<file path="config.mk">
export PLATFORM = sky130hd
export DESIGN_NAME = booth_accumulator
export DESIGN_NICKNAME = d
export VERILOG_FILES = /design/src/rtl/booth_accumulator.sv
export SDC_FILE = /design/constraint.sdc
export NUM_CORES = 1
export LEC_CHECK = 0
export CAP_MARGIN = 15
export CORE_MARGIN = 1
export CORE_UTILIZATION = 50
export CTS_CLUSTER_SIZE = 14
export DETAILED_ROUTE_END_ITERATION = 12
export PLACE_DENSITY_LB_ADDON = 0.25
export SLEW_MARGIN = 25
export SYNTH_ARGS = -nofsm -noshare
export SYNTH_HDL_FRONTEND = slang
export SYNTH_SLANG_ARGS = --single-unit
</file>
<file path="constraint.sdc">
create_clock -name clk -period 2.4 [get_ports clk]
set_input_delay 0.48 -clock clk [delete_from_list [all_inputs] [get_ports clk]]
set_output_delay 0.48 -clock clk [all_outputs]
set_load 0.02 [all_outputs]
</file>
<file path="src/rtl/booth_accumulator.sv">
// Signed accumulator for Booth multiplier products: sums N_TERMS terms per group, then holds the result.
// Optional saturation is enabled by defining BOOTH_ACC_SAT_EN; otherwise adds wrap and overflow stays 0.
module booth_accumulator #(
    parameter int ACC_W   = 16,
    parameter int N_TERMS = 4
) (
    input  logic             clk,
    input  logic             rst_n,
    input  logic             clear,
    input  logic             in_valid,
    output logic             in_ready,
    input  logic [7:0]       prod,
    output logic             out_valid,
    input  logic             out_ready,
    output logic [ACC_W-1:0] acc_out,
    output logic             overflow
);
    localparam int CNT_W = $clog2(N_TERMS + 1);
    localparam logic [CNT_W-1:0] LAST_CNT = CNT_W'(N_TERMS - 1);

    typedef enum logic {
        ACCUM = 1'b0,
        HOLD  = 1'b1
    } state_t;

    state_t           state_reg;
    logic [ACC_W-1:0] acc_reg;
    logic [ACC_W-1:0] acc_next;
    logic [ACC_W-1:0] prod_ext;
    logic [ACC_W-1:0] sum;
    logic [CNT_W-1:0] cnt_reg;
    logic             ovf_reg;
    logic             ovf_next;

    genvar gi;
    generate
        for (gi = 0; gi < ACC_W; gi++) begin : g_sext
            if (gi < 8) begin : g_low
                assign prod_ext[gi] = prod[gi];
            end else begin : g_high
                assign prod_ext[gi] = prod[7];
            end
        end
    endgenerate

    assign sum = acc_reg + prod_ext;

`ifdef BOOTH_ACC_SAT_EN
    localparam logic [ACC_W-1:0] ACC_MAX = {1'b0, {(ACC_W-1){1'b1}}};
    localparam logic [ACC_W-1:0] ACC_MIN = {1'b1, {(ACC_W-1){1'b0}}};
    logic add_ovf;

    // Same-sign operands with a sign flip in the sum: clamp toward the operand sign.
    always_comb begin
        add_ovf  = (acc_reg[ACC_W-1] == prod_ext[ACC_W-1]) &&
                   (sum[ACC_W-1] != acc_reg[ACC_W-1]);
        acc_next = sum;
        if (add_ovf) begin
            acc_next = acc_reg[ACC_W-1] ? ACC_MIN : ACC_MAX;
        end
        ovf_next = ovf_reg | add_ovf;
    end
`else
    assign acc_next = sum;
    assign ovf_next = 1'b0;
`endif

    always_ff @(posedge clk or negedge rst_n) begin
        if (!rst_n) begin
            state_reg <= ACCUM;
            acc_reg   <= '0;
            cnt_reg   <= '0;
            ovf_reg   <= 1'b0;
        end else if (clear) begin
            state_reg <= ACCUM;
            acc_reg   <= '0;
            cnt_reg   <= '0;
            ovf_reg   <= 1'b0;
        end else begin
            case (state_reg)
                ACCUM: begin
                    if (in_valid) begin
                        acc_reg <= acc_next;
                        ovf_reg <= ovf_next;
                        cnt_reg <= cnt_reg + CNT_W'(1);
                        if (cnt_reg == LAST_CNT) begin
                            state_reg <= HOLD;
                        end
                    end
                end
                HOLD: begin
                    if (out_ready) begin
                        state_reg <= ACCUM;
                        acc_reg   <= '0;
                        cnt_reg   <= '0;
                        ovf_reg   <= 1'b0;
                    end
                end
                default: state_reg <= ACCUM;
            endcase
        end
    end

    // Handshake outputs decode the state register only, so no input reaches them combinationally.
    assign in_ready  = (state_reg == ACCUM);
    assign out_valid = (state_reg == HOLD);
    assign acc_out   = acc_reg;
    assign overflow  = ovf_reg;

endmodule

</file>
== Word-level counts from Yosys, hierarchy flattened ==
Cells that the tools add are included.

* Output and inout bits: 19
* Bits of input ports: 13
* Word-level logic and storage cells: 28
* Register bits: 21

* Reductions and logical operators: 1
* Equal/unequal tests: 3
* $add $sub $neg: 2
* Multiplexer cells: 17
* Bitwise gates (word level): 1

{| class="wikitable"
|+ Operator list
! kind !! count
|-
| $mux 16 || 3
|-
| $pmux 16 s2 || 1
|-
| $add 16x16->16 || 1
|-
| $mux 3 || 3
|-
| $mux 1 || 7
|-
| $ne 3x3->1 const B || 2
|-
| $pmux 3 s2 || 1
|-
| $pmux 1 s2 || 2
|-
| $add 3x1->3 const B || 1
|-
| $eq 3x2->1 const B || 1
|-
| $reduce_and 2->1 || 1
|-
| $not 1->1 || 1
|}

== Logic depth before layout (Yosys ltp) ==
Gate-level depths: netlist of run 1.

* Depth after elaboration: 5
* Depth in mapped cells: 10

== Least setup slack after synthesis of run 1 ==
No wires, ideal clock.

* Path kind: input to register
* From: input prod[7]
* To: register acc_reg[15], in the netlist acc_out[15]
* Data required time: 2.276 ns
* Stages: 7
* Path slack: 0.188 ns
* Arrival time: 2.088 ns
* Path through: ha_1 > or3_1 > o211ai_2 > a21oi_2 > or3_1 > and3_1 > a211o_1

* Longest elaborated chain between the ends: 4

{| class="wikitable"
|+ RTL lines
! what !! line !! source
|-
| start, declared || 12 || <nowiki>input logic [7:0] prod,</nowiki>
|-
| $add 16x16->16 || 46 || <nowiki>assign sum = acc_reg + prod_ext;</nowiki>
|-
| $mux 16 || 82 || <nowiki>if (in_valid) begin</nowiki>
|-
| $pmux 16 s2 || 80 || <nowiki>case (state_reg)</nowiki>
|-
| $mux 16 || 74 || <nowiki>end else if (clear) begin</nowiki>
|-
| end signal, assigned || 83 || <nowiki>acc_reg <= acc_next;</nowiki>
|-
| end, declared || 27 || <nowiki>logic [ACC_W-1:0] acc_reg;</nowiki>
|}

No other way between the ends. The select of a mux whose other input is x is not followed.
A chain may end at the register's enable or synchronous reset.

== Worst setup path in the final report of run 1 ==
* From: input prod[1]
* To: register acc_reg[15], in the netlist acc_out[15]

The elaborated chain is that of the path after synthesis.

==> qor.yml, run 1 <==
final_layout:
  nets: 270
  fin_util: 0.776
  fillers: 199
  final_layout_size_suffix_gt1_frac: 0.210
  largest_reg_flops: 16
  syn_to_final_growth_pct: 45.9
  final_common_cell: "buf_4"
  final_cell_mix: "35 x buf_4, 28 x clkdlybuf4s50_1, 27 x nand2_1"
  antennaDiodeCount: 0
pwr:
  leakage_nw: 1.04
  sequentialPowerShare: 0.301
  p_per_area_nw_per_um2: 653
  p_int_w: 0.000900
  power_frac_comb: 0.493
  p_sw_frac: 0.361
  power_frac_clock: 0.206
  vdd_drop_max_mv: 0.556
  power.total_w: 0.00141
  netSwitchingPower_w: 0.000509
floorplan:
  dieArea_um2: 3180
  die_y_um: 56.4
  start_util: 0.532
  fp.dieW_um: 56.4
  core_area_um2: 2780
  ios: 32
  rows: 19
flow_run:
  maxCapViolCount: 0
route:
  vias: 1572
  finalWirelength_um: 4400
  drtPass1Iterations: 4
  wl_per_cell_um: 16.3
  drtAntennaViolNets: 0
  vias_per_cell: 5.84
  dr.first_iter.drc_count: 47
  route.detailed.drc: 0
clock_network:
  cts.sinks: 20
  tritoncts: "done"
  post_cts_buffers: 0
  cts_buffer_depth: 2
  clkLatencyLatePin_ps: 320
  cts_buffers: 3
  htreeDepth: 1
  path_clk_slew_ps: 130
  root_buffer: "clkbuf_4"
synthesis:
  syn_area_um2: 1480
  yosysSeqAreaShare: 0.338
  synth_top_area_cell: "dfrtp_1"
  synth-seq-cells: 20
  synth_cell_type_count: 36
  synth_top_area_frac: 0.338
  synth.area.top_cells: "dfrtp_1 34%, ha_1 14%, o21ai_0 7.1%"
  syn-num-nets: 205
  synth.avg_cell_area_um2: 8.51
  yosys_warnings: 0
  synthCells: 174
global_route:
  grt_use_total: 0.268
  grt_max_degree: 21
  grt_pass1_wl_um: 6700
  overflow: 0
  grt_pass1_vias: 1584
  antenna_found_initial: 0
place:
  dpl.hpwl_um: 3070
  portBuffers: 30
  gp_routability_congestion: 0.876
critical_path:
  reg2reg_depth: 9
  path_max_fanout: 2
  critPathCapture: "acc_out[15]"
  path_class: "in2reg"
  r2r-end: "acc_out[15]"
  path_cells: "clkdlybuf4s50_1 > ha_1 > a21oi_2 > o211ai_1 > nand4_1 > a21oi_2 > or3_1 > and3_1 > a211o_1"
  crit_top_cell: "a21oi_2"
  required_ps: 2620
  reg2reg_from: "acc_out[4]"
  setup.worst_path.start: "prod[1]"
  cp-end-kind: "register"
  worst_setup_path_start_kind: "input port"
  cpPeakStageDelay_ps: 440
  crit_arrival_ps: 2590
  rrSetupSlack_ps: 90
  cpMaxStageDelayCell: "clkdlybuf4s50_1"
sta:
  final_min_period_over_clock_period: 0.988
  layout_min_cycle_time_ps: 2370
  rsz0062_at_grt: "yes"
  fmax_mhz: 422
  drv_slew: 0
  clock_skew_ps: 2.09
  final-hold-violation-count: 0
  finalSetupViolations: 0
min_path:
  hp-class: "in2async"
outcome:
  status: "finished clean"
[power by group through the flow]
stage | logic [W] | registers [W] | clock network (W)
floorplan | 0.000310 | 0.000470 | 0
global placement | 0.000631 | 0.000423 | 0
finish | 0.000694 | 0.000424 | 0.000291
global route | 0.000751 | 0.000430 | 0.000303
CTS | 0.000668 | 0.000420 | 0.000291
detailed placement | 0.000659 | 0.000426 | 0
[logic make-up after synthesis]
| logic type | Yosys count | synth area share |
|---|---|---|
| AO/OA/AOI/OAI | 58 | 0.241 |
| AND/OR/NAND/NOR | 52 | 0.158 |
| flip-flops | 20 | 0.338 |
| adder cells (fa/ha/maj) | 18 | 0.157 |
| buffers and inverters | 14 | 0.0380 |
| XOR/XNOR | 11 | 0.0651 |
| other | 1 | 0.00253 |
[metrics by stage]
step                      setup TNS [ps]  hold WS [ps]  setup slack (ps)  instances  instance area, um^2
after floorplan                        0           184               188        174                 1480
after global placement             -2140           464              -420        265                 2060
after detailed placement           -2580           471              -485        265                 2060
after CTS                              0           500              25.2        269                 2120
after global routing               -62.4           518             -40.2        269                 2160
final                                  0           482              29.2        269                 2160
[worst min path at each step]
stage	startpoint	to	slack [ps]
final	rst_n	acc_out[7]	480
after global routing	rst_n	acc_out[0]	520
after CTS	rst_n	out_valid	500
after detailed placement	cnt_reg[2]	cnt_reg[2]	470
after global placement	cnt_reg[2]	cnt_reg[2]	460
after floorplan	rst_n	acc_out[0]	180
[area by class of cell]
class                   instances  area (um^2)  share of cell area
clock inverters                 1         30.0              0.0139
multi-input cells             140          970               0.449
well taps                      31         38.8              0.0180
flip-flops and latches         20          500               0.232
clock buffers                   3         22.5              0.0104
repair buffers                 65          564               0.261
inverters                       9         33.8              0.0156
[routing by layer]
metal  wire, um  vias up  GRT usage
met1       1750      751      0.314
met2       2250       58      0.483
met5          0        -          0
met4        198        0      0.122
met3        189       21     0.0392
li1           -      742          -
[Yosys cell counts]
library cell and number:
o21a_1 3, a22o_1 2, and2_1 2, o21ai_0 21, a211oi_1 1, or2_2 1
ha_1 17, buf_4 1, a21o_1 4, a21oi_2 1, xor2_1 7, o211ai_1 2
o31ai_1 1, and3_1 1, o21bai_1 1, dfrtp_1 20, a211o_1 1, fa_1 1
xnor2_1 4, a31oi_1 1, nand4_1 3, a2bb2oi_1 1, conb_1 1, nor2_1 7
o211ai_2 1, a21oi_1 16, nor3_1 1, inv_1 9, nand2b_1 2, nor2b_1 2
a32o_1 1, nand2_1 27, clkbuf_1 4, a21o_2 1, nand3_1 4, or3_1 2
[critical path, delay by kind of cell]
family	cells	cell delay, ps
adder cells (fa/ha/maj)	1	320
AO/OA/AOI/OAI	4	680
buffers and inverters	1	440
AND/OR/NAND/NOR	3	660
[timing repair]
item / in CTS / in global routing
gates resized for setup: 3 / 8
pin swaps: 0 / 7
hold buffers: 0 / 0
gates cloned: 0 / 0
endpoints found under the setup margin: 4 / 4
(Power assumes the default switching activity.)
==> inputs of run 2 (changes only) <==
--- a/config.mk
+++ b/config.mk
@@ -6,11 +6,14 @@
 export NUM_CORES = 1
 export LEC_CHECK = 0
 export CAP_MARGIN = 15
+export CELL_PAD_IN_SITES_DETAIL_PLACEMENT = 1
+export CELL_PAD_IN_SITES_GLOBAL_PLACEMENT = 1
 export CORE_MARGIN = 1
-export CORE_UTILIZATION = 50
+export CORE_UTILIZATION = 37
 export CTS_CLUSTER_SIZE = 14
 export DETAILED_ROUTE_END_ITERATION = 12
 export PLACE_DENSITY_LB_ADDON = 0.25
+export RECOVER_POWER = 50
 export SLEW_MARGIN = 25
 export SYNTH_ARGS = -nofsm -noshare
 export SYNTH_HDL_FRONTEND = slang
==> run 2 against run 1 <==
The run now ends with negative setup slack left. Non-clock buffer count increased by 3. Final cell count increased by 7.4%. Register-to-register slack improved by 50 ps. Combinational power increased by 12%. Cell area increased by 5.9%. Flip-flop and latch count unchanged. Critical path type unchanged. Largest cell class unchanged.
==> qor.yml, run 2 (synthesized netlist as in run 1, its figures left out) <==
outcome:
  status: "finished with violations"
  violations: "negative setup slack"
pwr:
  vdd_drop_max_mv: 0.299
  leakage_nw: 1.08
  p_per_area_nw_per_um2: 645
route:
  vias: 1604
  vias_per_cell: 5.55
  finalWirelength_um: 5620
  route.detailed.drc: 0
  drtPass1Iterations: 4
  wl_per_cell_um: 19.4
  dr.first_iter.drc_count: 53
  drtAntennaViolNets: 0
critical_path:
  cpMaxStageDelayCell: "clkdlybuf4s50_1"
  cp-end-kind: "register"
  setup.worst_path.start: "prod[2]"
  path_max_fanout: 3
  critPathCapture: "acc_out[13]"
  required_ps: 2560
  crit_arrival_ps: 2580
  r2r-end: "acc_out[13]"
  cpPeakStageDelay_ps: 460
  rrSetupSlack_ps: 140
  reg2reg_depth: 10
  reg2reg_from: "acc_out[4]"
  worst_setup_path_start_kind: "input port"
  path_class: "in2reg"
  path_cells: "clkdlybuf4s50_1 > ha_4 > nand3_1 > o211ai_1 > nand4_1 > buf_4 > nand2_1 > a21oi_1 > xor2_1 > o21ai_0"
final_layout:
  seq_area_um2: 500
  largest_reg_flops: 16
  fillers: 449
  nets: 273
  final_common_cell: "buf_4"
  final_cells: 289
  antennaDiodeCount: 0
  multi_input_area_um2: 1060
  final_cell_mix: "35 x buf_4, 27 x nand2_1, 23 x clkdlybuf4s50_1"
  syn_to_final_growth_pct: 54.5
  final_layout_size_suffix_gt1_frac: 0.253
sta:
  final_min_period_over_clock_period: 1.01
  whs_ps: 501
  fmax_mhz: 413
  fin_ws_ps: -21.8
  finalSetupViolations: 1
  clock_skew_ps: 5.10
  worst_slew_pin_slew_ps: 1180
  final-hold-violation-count: 0
  layout_min_cycle_time_ps: 2420
  slew_headroom: 0.212
  drv_slew: 0
clock_network:
  tritoncts: "done"
  clkLatencyLatePin_ps: 270
  cts_buffers: 3
  root_buffer: "clkbuf_8"
  cts.sinks: 20
  path_clk_slew_ps: 80
  htreeDepth: 1
  post_cts_buffers: 0
  cts_buffer_depth: 2
place:
  dpl.cell_count: 285
  portBuffers: 30
  dpl.hpwl_um: 3720
  gp_routability_congestion: 0.885
min_path:
  hp-class: "reg2reg"
floorplan:
  start_util: 0.395
  core_area_um2: 3740
  ios: 32
  die_y_um: 65.3
  rows: 22
  dieArea_um2: 4260
  fp.dieW_um: 65.3
global_route:
  grt_use_total: 0.256
  grt_pass1_vias: 1737
  antenna_found_initial: 0
  grt_pass1_wl_um: 8170
  overflow: 0
  grt_max_degree: 21
flow_run:
  maxCapViolCount: 0
run 2: cell count changes in the layout (fill, tap and decap cells not counted), sizes merged:
cell,before,now
clkbuf,3,8
clkdlybuf4s50,28,23
dlymetal6s2s,1,4
dlygate4sd3,0,2
bufinv,1,0
dlygate4sd2,1,0
run 2: stage by stage:
stage                     area [um^2]  TNS [ps]  power (W)  setup WS (ps)  utilization
after floorplan                  1480         0   0.000779            188            -
after global placement           2110     -2410    0.00107           -449        0.563
after detailed placement         2110     -3310    0.00111           -518        0.563
after CTS                        2200     -29.9    0.00141          -29.9        0.589
after global routing             2290      -219    0.00155           -141        0.611
final                            2290     -21.8    0.00148          -21.8        0.611
run 2: worst max-delay path: cells and delay by family:
family                   cells  cell delay (ps)
AO/OA/AOI/OAI                3              600
adder cells (fa/ha/maj)      1              320
buffers and inverters        2              660
XOR/XNOR                     1              160
AND/OR/NAND/NOR              3              390
run 2: worst min path at each step:
stage / slack (ps) / cells past startpoint / start / endpoint
final: 500 / 2 / cnt_reg[2] / cnt_reg[2]
after detailed placement: 480 / 2 / cnt_reg[2] / cnt_reg[2]
after CTS: 500 / 2 / cnt_reg[2] / cnt_reg[2]
after global routing: 530 / 2 / cnt_reg[2] / cnt_reg[2]
after global placement: 460 / 2 / cnt_reg[2] / cnt_reg[2]
after floorplan: 180 / 0 / rst_n / acc_out[0]
run 2: final cells by class:
cell class              instances  area share
well taps                      48      0.0263
inverters                       9      0.0148
multi-input cells             140       0.463
clock buffers                   4      0.0241
repair buffers                 68       0.253
flip-flops and latches         20       0.219
run 2: what timing repair did:
action,CTS,global route
hold buffers,0,0
gates resized for setup,10,24
setup endpoints to repair,6,8
pin swaps,3,14
run 2: per-layer routing:
layer | GRT usage | share of wire | up-vias
met4 | 0.101 | 0.031 | 0
met2 | 0.512 | 0.55 | 48
met5 | 0 | 0 | -
met1 | 0.272 | 0.38 | 791
met3 | 0.0156 | 0.035 | 17
li1 | - | - | 748
run 2: where the power goes:
| part | internal (W) | leakage [nW] | total (W) | switching (W) |
|---|---|---|---|---|
| combinational | 0.000378 | 0.784 | 0.000776 | 0.000398 |
| sequential | 0.000380 | 0.267 | 0.000425 | 0.0000450 |
| clock | 0.000147 | 0.0288 | 0.000275 | 0.000128 |
